**src/rtl/frame_detection.sv**
```systemverilog
// Delay-and-correlate OFDM short-preamble detector; samples pass through with 4-cycle latency.
// Define FD_ENERGY_GATE_EN to also require window energy P >= PWR_MIN before a cycle qualifies.
module frame_detection #(
   parameter int LAG       = 16,
   parameter int WIN       = 16,
   parameter int THR       = 6,
   parameter int HOLD      = 24,
   parameter int FRAME_LEN = 640,
   parameter int PWR_MIN   = 64
) (
   input  logic              Clk,
   input  logic              Rst,
   input  logic signed [7:0] bitInR,
   input  logic signed [7:0] bitInI,
   output logic              FrameEnable,
   output logic signed [7:0] bitOutR,
   output logic signed [7:0] bitOutI
);

   localparam int LAT      = 4;
   localparam int FILL_MAX = LAG + WIN + 1;
   localparam int FILL_W   = $clog2(FILL_MAX + 1);
   localparam int RUN_W    = ($clog2(HOLD + 1) > 5) ? $clog2(HOLD + 1) : 5;
   localparam int FRM_W    = $clog2(FRAME_LEN);

   typedef enum logic [1:0] {
      IDLE  = 2'd0,
      FRAME = 2'd1,
      REARM = 2'd2
   } state_t;

   logic signed [7:0]  r_out_r [LAT];
   logic signed [7:0]  r_out_i [LAT];
   logic signed [7:0]  r_dly_r [LAG];
   logic signed [7:0]  r_dly_i [LAG];
   logic signed [16:0] r_pr;
   logic signed [16:0] r_pi;
   logic [15:0]        r_e;
   logic signed [16:0] r_hist_pr [WIN];
   logic signed [16:0] r_hist_pi [WIN];
   logic [15:0]        r_hist_e  [WIN];
   logic signed [20:0] r_cr;
   logic signed [20:0] r_ci;
   logic [20:0]        r_p;
   logic [FILL_W-1:0]  r_fill;
   logic [RUN_W-1:0]   r_run_cnt;
   logic [FRM_W-1:0]   r_frm_cnt;
   state_t             r_state;

   logic signed [16:0] w_xr, w_xi, w_yr, w_yi;
   logic signed [16:0] w_pr, w_pi, w_esq;
   logic [15:0]        w_e;
   logic signed [21:0] w_cr22, w_ci22;
   logic [21:0]        w_abs_cr, w_abs_ci, w_m;
   logic [24:0]        w_lhs, w_rhs;
   logic               w_trusted;
   logic               w_qual;
   state_t             w_state_next;

   // NOTE: every register below uses non-blocking assignment so all stages see pre-edge values.
   always_ff @(posedge Clk) begin
      if (Rst) begin
         for (int k = 0; k < LAT; k++) begin
            r_out_r[k] <= '0;
            r_out_i[k] <= '0;
         end
      end else begin
         r_out_r[0] <= bitInR;
         r_out_i[0] <= bitInI;
         for (int k = 1; k < LAT; k++) begin
            r_out_r[k] <= r_out_r[k-1];
            r_out_i[k] <= r_out_i[k-1];
         end
      end
   end

   assign bitOutR = r_out_r[LAT-1];
   assign bitOutI = r_out_i[LAT-1];

   // NOTE: the delay line and histories are reset explicitly so detection restarts from an empty window.
   always_ff @(posedge Clk) begin
      if (Rst) begin
         for (int k = 0; k < LAG; k++) begin
            r_dly_r[k] <= '0;
            r_dly_i[k] <= '0;
         end
      end else begin
         r_dly_r[0] <= bitInR;
         r_dly_i[0] <= bitInI;
         for (int k = 1; k < LAG; k++) begin
            r_dly_r[k] <= r_dly_r[k-1];
            r_dly_i[k] <= r_dly_i[k-1];
         end
      end
   end

   // p(n) = x(n) * conj(x(n-LAG)), e(n) = |x(n-LAG)|^2
   always_comb begin
      w_xr  = 17'(bitInR);
      w_xi  = 17'(bitInI);
      w_yr  = 17'(r_dly_r[LAG-1]);
      w_yi  = 17'(r_dly_i[LAG-1]);
      w_pr  = w_xr * w_yr + w_xi * w_yi;
      w_pi  = w_xi * w_yr - w_xr * w_yi;
      w_esq = w_yr * w_yr + w_yi * w_yi;
      w_e   = 16'(w_esq);
   end

   always_ff @(posedge Clk) begin
      if (Rst) begin
         r_pr <= '0;
         r_pi <= '0;
         r_e  <= '0;
      end else begin
         r_pr <= w_pr;
         r_pi <= w_pi;
         r_e  <= w_e;
      end
   end

   always_ff @(posedge Clk) begin
      if (Rst) begin
         for (int k = 0; k < WIN; k++) begin
            r_hist_pr[k] <= '0;
            r_hist_pi[k] <= '0;
            r_hist_e[k]  <= '0;
         end
         r_cr <= '0;
         r_ci <= '0;
         r_p  <= '0;
      end else begin
         r_hist_pr[0] <= r_pr;
         r_hist_pi[0] <= r_pi;
         r_hist_e[0]  <= r_e;
         for (int k = 1; k < WIN; k++) begin
            r_hist_pr[k] <= r_hist_pr[k-1];
            r_hist_pi[k] <= r_hist_pi[k-1];
            r_hist_e[k]  <= r_hist_e[k-1];
         end
         r_cr <= r_cr + 21'(r_pr) - 21'(r_hist_pr[WIN-1]);
         r_ci <= r_ci + 21'(r_pi) - 21'(r_hist_pi[WIN-1]);
         r_p  <= r_p + 21'(r_e) - 21'(r_hist_e[WIN-1]);
      end
   end

   // Counts accepted samples; sums become trustworthy once LAG+WIN samples feed the current window.
   always_ff @(posedge Clk) begin
      if (Rst) begin
         r_fill <= '0;
      end else if (r_fill != FILL_W'(FILL_MAX)) begin
         r_fill <= r_fill + 1'b1;
      end
   end

   always_comb begin
      w_cr22    = 22'(r_cr);
      w_ci22    = 22'(r_ci);
      w_abs_cr  = w_cr22[21] ? 22'(-w_cr22) : 22'(w_cr22);
      w_abs_ci  = w_ci22[21] ? 22'(-w_ci22) : 22'(w_ci22);
      w_m       = w_abs_cr + w_abs_ci;
      w_lhs     = {w_m, 3'b000};
      w_rhs     = 25'(r_p) * 25'(THR);
      w_trusted = (r_fill == FILL_W'(FILL_MAX));
`ifdef FD_ENERGY_GATE_EN
      w_qual    = w_trusted && (r_p != '0) && (w_lhs >= w_rhs) && (r_p >= 21'(PWR_MIN));
`else
      w_qual    = w_trusted && (r_p != '0) && (w_lhs >= w_rhs);
`endif
   end

   always_ff @(posedge Clk) begin
      if (Rst) begin
         r_state <= IDLE;
      end else begin
         r_state <= w_state_next;
      end
   end

   always_comb begin
      w_state_next = r_state;
      case (r_state)
         IDLE:    if (w_qual && (r_run_cnt == RUN_W'(HOLD - 1))) w_state_next = FRAME;
         FRAME:   if (r_frm_cnt == FRM_W'(FRAME_LEN - 1))       w_state_next = REARM;
         REARM:   if (!w_qual)                                   w_state_next = IDLE;
         default: w_state_next = IDLE;
      endcase
   end

   always_ff @(posedge Clk) begin
      if (Rst || (r_state != IDLE) || !w_qual) begin
         r_run_cnt <= '0;
      end else begin
         r_run_cnt <= r_run_cnt + 1'b1;
      end
   end

   always_ff @(posedge Clk) begin
      if (Rst || (r_state != FRAME)) begin
         r_frm_cnt <= '0;
      end else begin
         r_frm_cnt <= r_frm_cnt + 1'b1;
      end
   end

   always_comb begin
      FrameEnable = (r_state == FRAME);
   end

endmodule

```
**config.mk**
```make
export PLATFORM = sky130hd
export DESIGN_NAME = frame_detection
export DESIGN_NICKNAME = d
export VERILOG_FILES = /design/src/rtl/frame_detection.sv
export SDC_FILE = /design/constraint.sdc
export NUM_CORES = 2
export LEC_CHECK = 0
export BUFFER_PORTS_ARGS = -buffer_cell sky130_fd_sc_hd__buf_2
export CORE_MARGIN = 10
export CORE_UTILIZATION = 58
export CTS_CLUSTER_SIZE = 28
export DETAILED_ROUTE_END_ITERATION = 10
export HOLD_SLACK_MARGIN = 0.05
export PLACE_DENSITY = 0.83
export RECOVER_POWER = 100
export REMOVE_ABC_BUFFERS = 1
export SYNTH_ARGS = -nofsm -noshare
export SYNTH_HDL_FRONTEND = slang
export SYNTH_SLANG_ARGS = --single-unit
export TNS_END_PERCENT = 30
```
**constraint.sdc**
```tcl
create_clock -name Clk -period 15.7 [get_ports Clk]
set_input_delay 0.785 -clock Clk [delete_from_list [all_inputs] [get_ports Clk]]
set_output_delay 0.785 -clock Clk [all_outputs]
set_load 0.01 [all_outputs]
```
Yosys cells after proc, flatten, opt, wreduce, memory -nomap -nowiden:

Memory sizes are Yosys's and may differ from the RTL's.
Index checks and enable logic that the tools add are counted.

* bits in registers: 136
* memory bits (writable): 1120
* input bits: 18
* memories: 7

* add/sub/neg operators: 15
* multipliers: 7
* $lt $le $gt $ge: 1
* eq/ne operators: 10
* muxes and demuxes: 97
* bitwise gates (word level): 88
* reductions and logical operators: 11

Memories
* r_hist_pi: words 16, bits a word 17, rd ports 16, clocked after Yosys merged registers in 0, wr ports 16, line 40 `logic signed [16:0] r_hist_pi [WIN];`
* r_hist_pr: words 16, bits a word 17, rd ports 16, clocked after Yosys merged registers in 0, wr ports 16, line 39 `logic signed [16:0] r_hist_pr [WIN];`
* r_hist_e: words 16, bits a word 16, rd ports 16, clocked after Yosys merged registers in 0, wr ports 16, line 41 `logic [15:0] r_hist_e [WIN];`
* r_dly_i: words 16, bits a word 8, rd ports 16, clocked after Yosys merged registers in 0, wr ports 16, line 35 `logic signed [7:0] r_dly_i [LAG];`
* r_dly_r: words 16, bits a word 8, rd ports 16, clocked after Yosys merged registers in 0, wr ports 16, line 34 `logic signed [7:0] r_dly_r [LAG];`
* r_out_i: words 4, bits a word 8, rd ports 4, clocked after Yosys merged registers in 0, wr ports 4, line 33 `logic signed [7:0] r_out_i [LAT];`
* +1 memories

Operator list (count)
* 2-to-1 mux 17 bit: 32
* 2-to-1 mux 8 bit: 40
* 2-to-1 mux 16 bit: 16
* multiplier 8 x 8 -> 16 bit: 6
* bitwise OR 1 bit: 88
* 2-to-1 mux 22 bit: 2
* negator 21 -> 22 bit: 2
* adder 21 x 17 -> 21 bit: 2
* subtractor 21 x 17 -> 21 bit: 2
* >= comparator 25 x 24 -> 1 bit: 1
* multiplier 21 x 2 -> 23 bit, second input constant: 1
* adder 22 bit: 1
* adder 21 x 16 -> 21 bit: 1
* nonzero test 21 bit: 1
* subtractor 21 x 16 -> 21 bit: 1
* adder 16 x 16 -> 17 bit: 1
* subtractor 16 x 16 -> 17 bit: 1
* adder 16 bit: 1
* adder 10 x 1 -> 10 bit, second input constant: 1
* == test 10 bit, second input constant: 1
* adder 6 x 1 -> 6 bit, second input constant: 1
* == test 6 bit, second input constant: 1
* 2-to-1 mux 2 bit: 3
* != test 6 bit, second input constant: 1
* 14 further kinds: 22

Logic depth before layout (Yosys ltp):

* word-level depth: 8
* mapped depth: 23

Worst setup path after synthesis:

No wires, ideal clock.

* path kind: in2reg
* start point: input port bitInR[5]
* end point: register r_pr[15]
* setup time: 0.121 ns
* arrival time: 5.698 ns
* required time: 15.579 ns
* path slack: 9.881 ns
* stages: 19
* path buffers: 1
* cells stage by stage: clkbuf_1 nand2_1 fa_1 inv_1 fa_1 fa_1 fa_1 inv_1 fa_1 fa_1 inv_1 ha_1 nor3_1 o21a_1 nor3_1 a41o_1 o41ai_2 o21ai_1 mux2_2

* longest elaborated chain between the ends: 2

Ends and longest elaborated chain
* start, declared: line 13 `input logic signed [7:0] bitInR,`
* multiplier 8 x 8 -> 16 bit: line 103 `w_pr = w_xr * w_yr + w_xi * w_yi;`
* adder 16 x 16 -> 17 bit: line 103
* end signal, assigned: line 115 `r_pr <= w_pr;`
* end, declared: line 36 `logic signed [16:0] r_pr;`

Every way passes these cells.
A chain may end at the register's enable or synchronous reset.

Worst setup path in the final report:

* start point: input port Rst
* end point: register r_cr[3]

RTL lines
* start, declared: line 12 `input logic Rst,`
* end signal, assigned: line 140 `r_cr <= r_cr + 21'(r_pr) - 21'(r_hist_pr[WIN-1]);`
* end, declared: line 42 `logic signed [20:0] r_cr;`

No word-level cell between the ends.

==> results.json <==
{
  "status": "finished with violations",
  "failed_checks": "capacitance limit, slew limit",
  "wl_per_cell_um": 14.89,
  "dp_cells": 6320,
  "cp-start-kind": "input pin",
  "worstSetupPathType": "input pin to flip-flop",
  "cts_root_buffer": "clkbuf_16",
  "endpoint_kind": "flip-flop",
  "cts_buffers": 111,
  "synth_area_um2": 54630,
  "p_seq_share_pct": 41.8,
  "portBuffers": 34,
  "synth_cell_types": 71,
  "grt_pass1_wl_um": 163800,
  "grt_max_degree": 220,
  "fin_cells": 6528,
  "max_slew.worst_pin.slew_ps": 5648,
  "async_flop_share_pct": 0,
  "hold_viol_final": 0,
  "pwr-share-comb_pct": 20.1,
  "area_growth_pct": 9.170,
  "drive_gt1_share_pct": 4.683,
  "period_needed_ps": 9729,
  "vdd_drop_max_mv": 0.1033,
  "path_clk_slew_ps": 70,
  "min_period_over_period_pct": 61.97,
  "drt_wl_total_um": 97230,
  "setup_viol": 0,
  "io_pins": 35,
  "postCtsHoldBufs": 0,
  "cap_violations": 7,
  "core_area_um2": 93330,
  "hpwlAfterDp_um": 66200,
  "clock_latency_ps": 710,
  "path_cells": "clkbuf_1, clkbuf_1, clkbuf_1, a221oi_1",
  "rows": 112,
  "seq_area_frac_synth_pct": 43.68,
  "grtUsageTotal_pct": 18.50,
  "fin_tns_setup_ps": 0,
  "synth_top_area_share_pct": 43.68,
  "die_area_um2": 106900,
  "cts_tree": "yes",
  "fillers": 7083,
  "drtIter0Drc": 1799,
  "ctsResizeCount": 0,
  "p_int_w": 0.005390,
  "wirelength_met1_um": 40710,
  "report.final.slew_viol_count": 673,
  "initial_core_util_pct": 58.54,
  "route.detailed.drc": 0,
  "htreeDepth": 3,
  "drt-vias-per-instance": 4.982,
  "netlist_instances": 5217,
  "yosys.area.top_type": "dfxtp_1",
  "crit_fanout": 134,
  "ys.flop_type": "dfxtp_1",
  "antenna_left": 0,
  "place.gp.congestion": 0.8693,
  "yosysWarnings": 0,
  "max_stage_delay_ps": 3870,
  "sw_frac_of_total_pct": 27.89,
  "synth_area_leaders": "dfxtp_1, fa_1, nor2b_1",
  "crit_required_ps": 16050,
  "antenna_found_initial": 1,
  "crit_buf_inv": 3,
  "num_vias": 32520,
  "cts_buffer_depth": 3,
  "routed.top_layer": "met4",
  "dieWidth_um": 326.9,
  "rsz0062_at_grt": "no",
  "grt-ovfl-total": 0,
  "synth_edf_count": 0,
  "powerDensity_nw_per_um2": 125.3,
  "first_pass_iters": 5,
  "worst_clock_skew_ps": 33.84,
  "crit_path_frequent_cell": "clkbuf_1",
  "nets": 5950,
  "power.leakage_nw": 26.58,
  "syn_area_per_cell_um2": 10.47,
  "ys_ff_latch": 1192,
  "switching_power_w": 0.002085,
  "cp.arrival_ps": 10080,
  "met2_wirelength_um": 48150,
  "routed-wl-met3_um": 4959,
  "clkPwrFrac_pct": 38.1,
  "grt_pass1_vias": 33942,
  "max_clock_freq_ghz": 0.1028,
  "fp.dieH_um": 326.9,
  "clock-sinks": 1192,
  "cpMaxStageDelayCell": "clkbuf_1",
  "hold_path.class": "flip-flop to flip-flop",
  "cp_top_family": "buffers and inverters",
  "antennaDiodeCount": 0,
  "slew_headroom_pct": -276.5,
  "post-cts-setup-buffer-count": 0
}
## metrics by stage
| step | util, % | setup WS [ps] | area (µm²) | hold slack, ps | total power (W) |
|---|---|---|---|---|---|
| after floorplan | - | 9924 | 53790 | 413.8 | 0.004329 |
| after global placement | 59.70 | 9233 | 55720 | 415.0 | 0.004616 |
| after detailed placement | 59.70 | 9088 | 55720 | 420.4 | 0.004671 |
| after CTS | 63.97 | 9064 | 59700 | 424.8 | 0.007525 |
| after global routing | 63.90 | 4662 | 59640 | 441.6 | 0.007848 |
| final | 63.90 | 5971 | 59640 | 412.7 | 0.007475 |
## layer usage
layer | vias up | GRT usage [%]
li1 | 15840 | -
met5 | - | 0
met4 | 0 | 7.266
met2 | 725 | 32.27
met1 | 15736 | 22.99
met3 | 219 | 2.639
## synth_stat cells, drive strengths merged (16+ instances only)
cell type	number
ha	298
buf	25
nor2b	1049
nand2	158
o31ai	16
nand2b	38
o21a	20
nor2	243
inv	679
nand3	35
a21o	48
clkbuf	182
fa	455
xor2	67
xnor2	136
and3	23
dfxtp	1192
nand4	16
and2	195
nor3	45
a21oi	101
o21ai	61
## sequential cells by signal, indices dropped and copies added (netlist names)
register   flops
r_out_r       28
r_out_i       14
r_hist_pi    272
r_hist_pr    272
r_dly_i      114
r_fill         6
r_e           16
r_cr          21
r_pi          17
r_dly_r      100
r_frm_cnt     10
r_state        2
r_run_cnt      5
r_p           21
r_pr          17
r_ci          21
r_hist_e     256
## final cells by class
type                            count  area [µm²]  area share (%)
Timing Repair Buffer               56       302.8          0.5077
Multi-Input combinational cell   3138       27370           45.90
Tap cell                         1254        1569           2.631
Sequential cell                  1192       23860           40.01
Clock inverter                     60       802.0           1.345
Clock buffer                      148        3179           5.331
Inverter                          680        2552           4.280
## power by group through the flow
| stage | registers (W) | logic (W) | clock network, W |
|---|---|---|---|
| after detailed placement | 0.00319 | 0.00148 | 0 |
| after CTS | 0.00313 | 0.00149 | 0.00290 |
| final | 0.00313 | 0.00150 | 0.00285 |
| after global routing | 0.00313 | 0.00169 | 0.00303 |
| after global placement | 0.00319 | 0.00142 | 0 |
| after floorplan | 0.00318 | 0.00115 | 0 |
## worst paths after layout
path | start | end | slack, ps | cells after the start
max | Rst | r_cr[3] | 5970 | 4
min | r_dly_i[1][14] | r_dly_i[1][22] | 410 | 1
max reg2reg | r_dly_r[1][63] | r_e[15] | 8980 | 18
min reg2reg | r_dly_i[1][14] | r_dly_i[1][22] | 410 | 1
## cell families after synthesis
kind of cell             Yosys count  share of synthesized area, %
AND/OR/NAND/NOR                 1837                         19.10
adder cells (fa/ha/maj)          753                         23.50
buffers and inverters            887                         6.204
XOR/XNOR                         203                         3.254
AO/OA/AOI/OAI                    341                         4.177
flip-flops                      1192                         43.68
multiplexers                       4                       0.08244
## cells in the final DEF, fill, tap and decap left out, drive strengths merged, types with 12 or more instances in the layout
master,instances
dfxtp,1192
nor2b,1049
inv,691
fa,455
ha,298
nor2,243
and2,195
clkbuf,172
nand2,158
xnor2,136
a21oi,101
xor2,67
o21ai,61
a21o,48
nor3,45
nand2b,38
nand3,35
buf,32
clkinv,28
and3,23
o21a,20
nand4,16
o31ai,16
bufinv,14
a211oi,12
(Power assumes the default switching activity.)
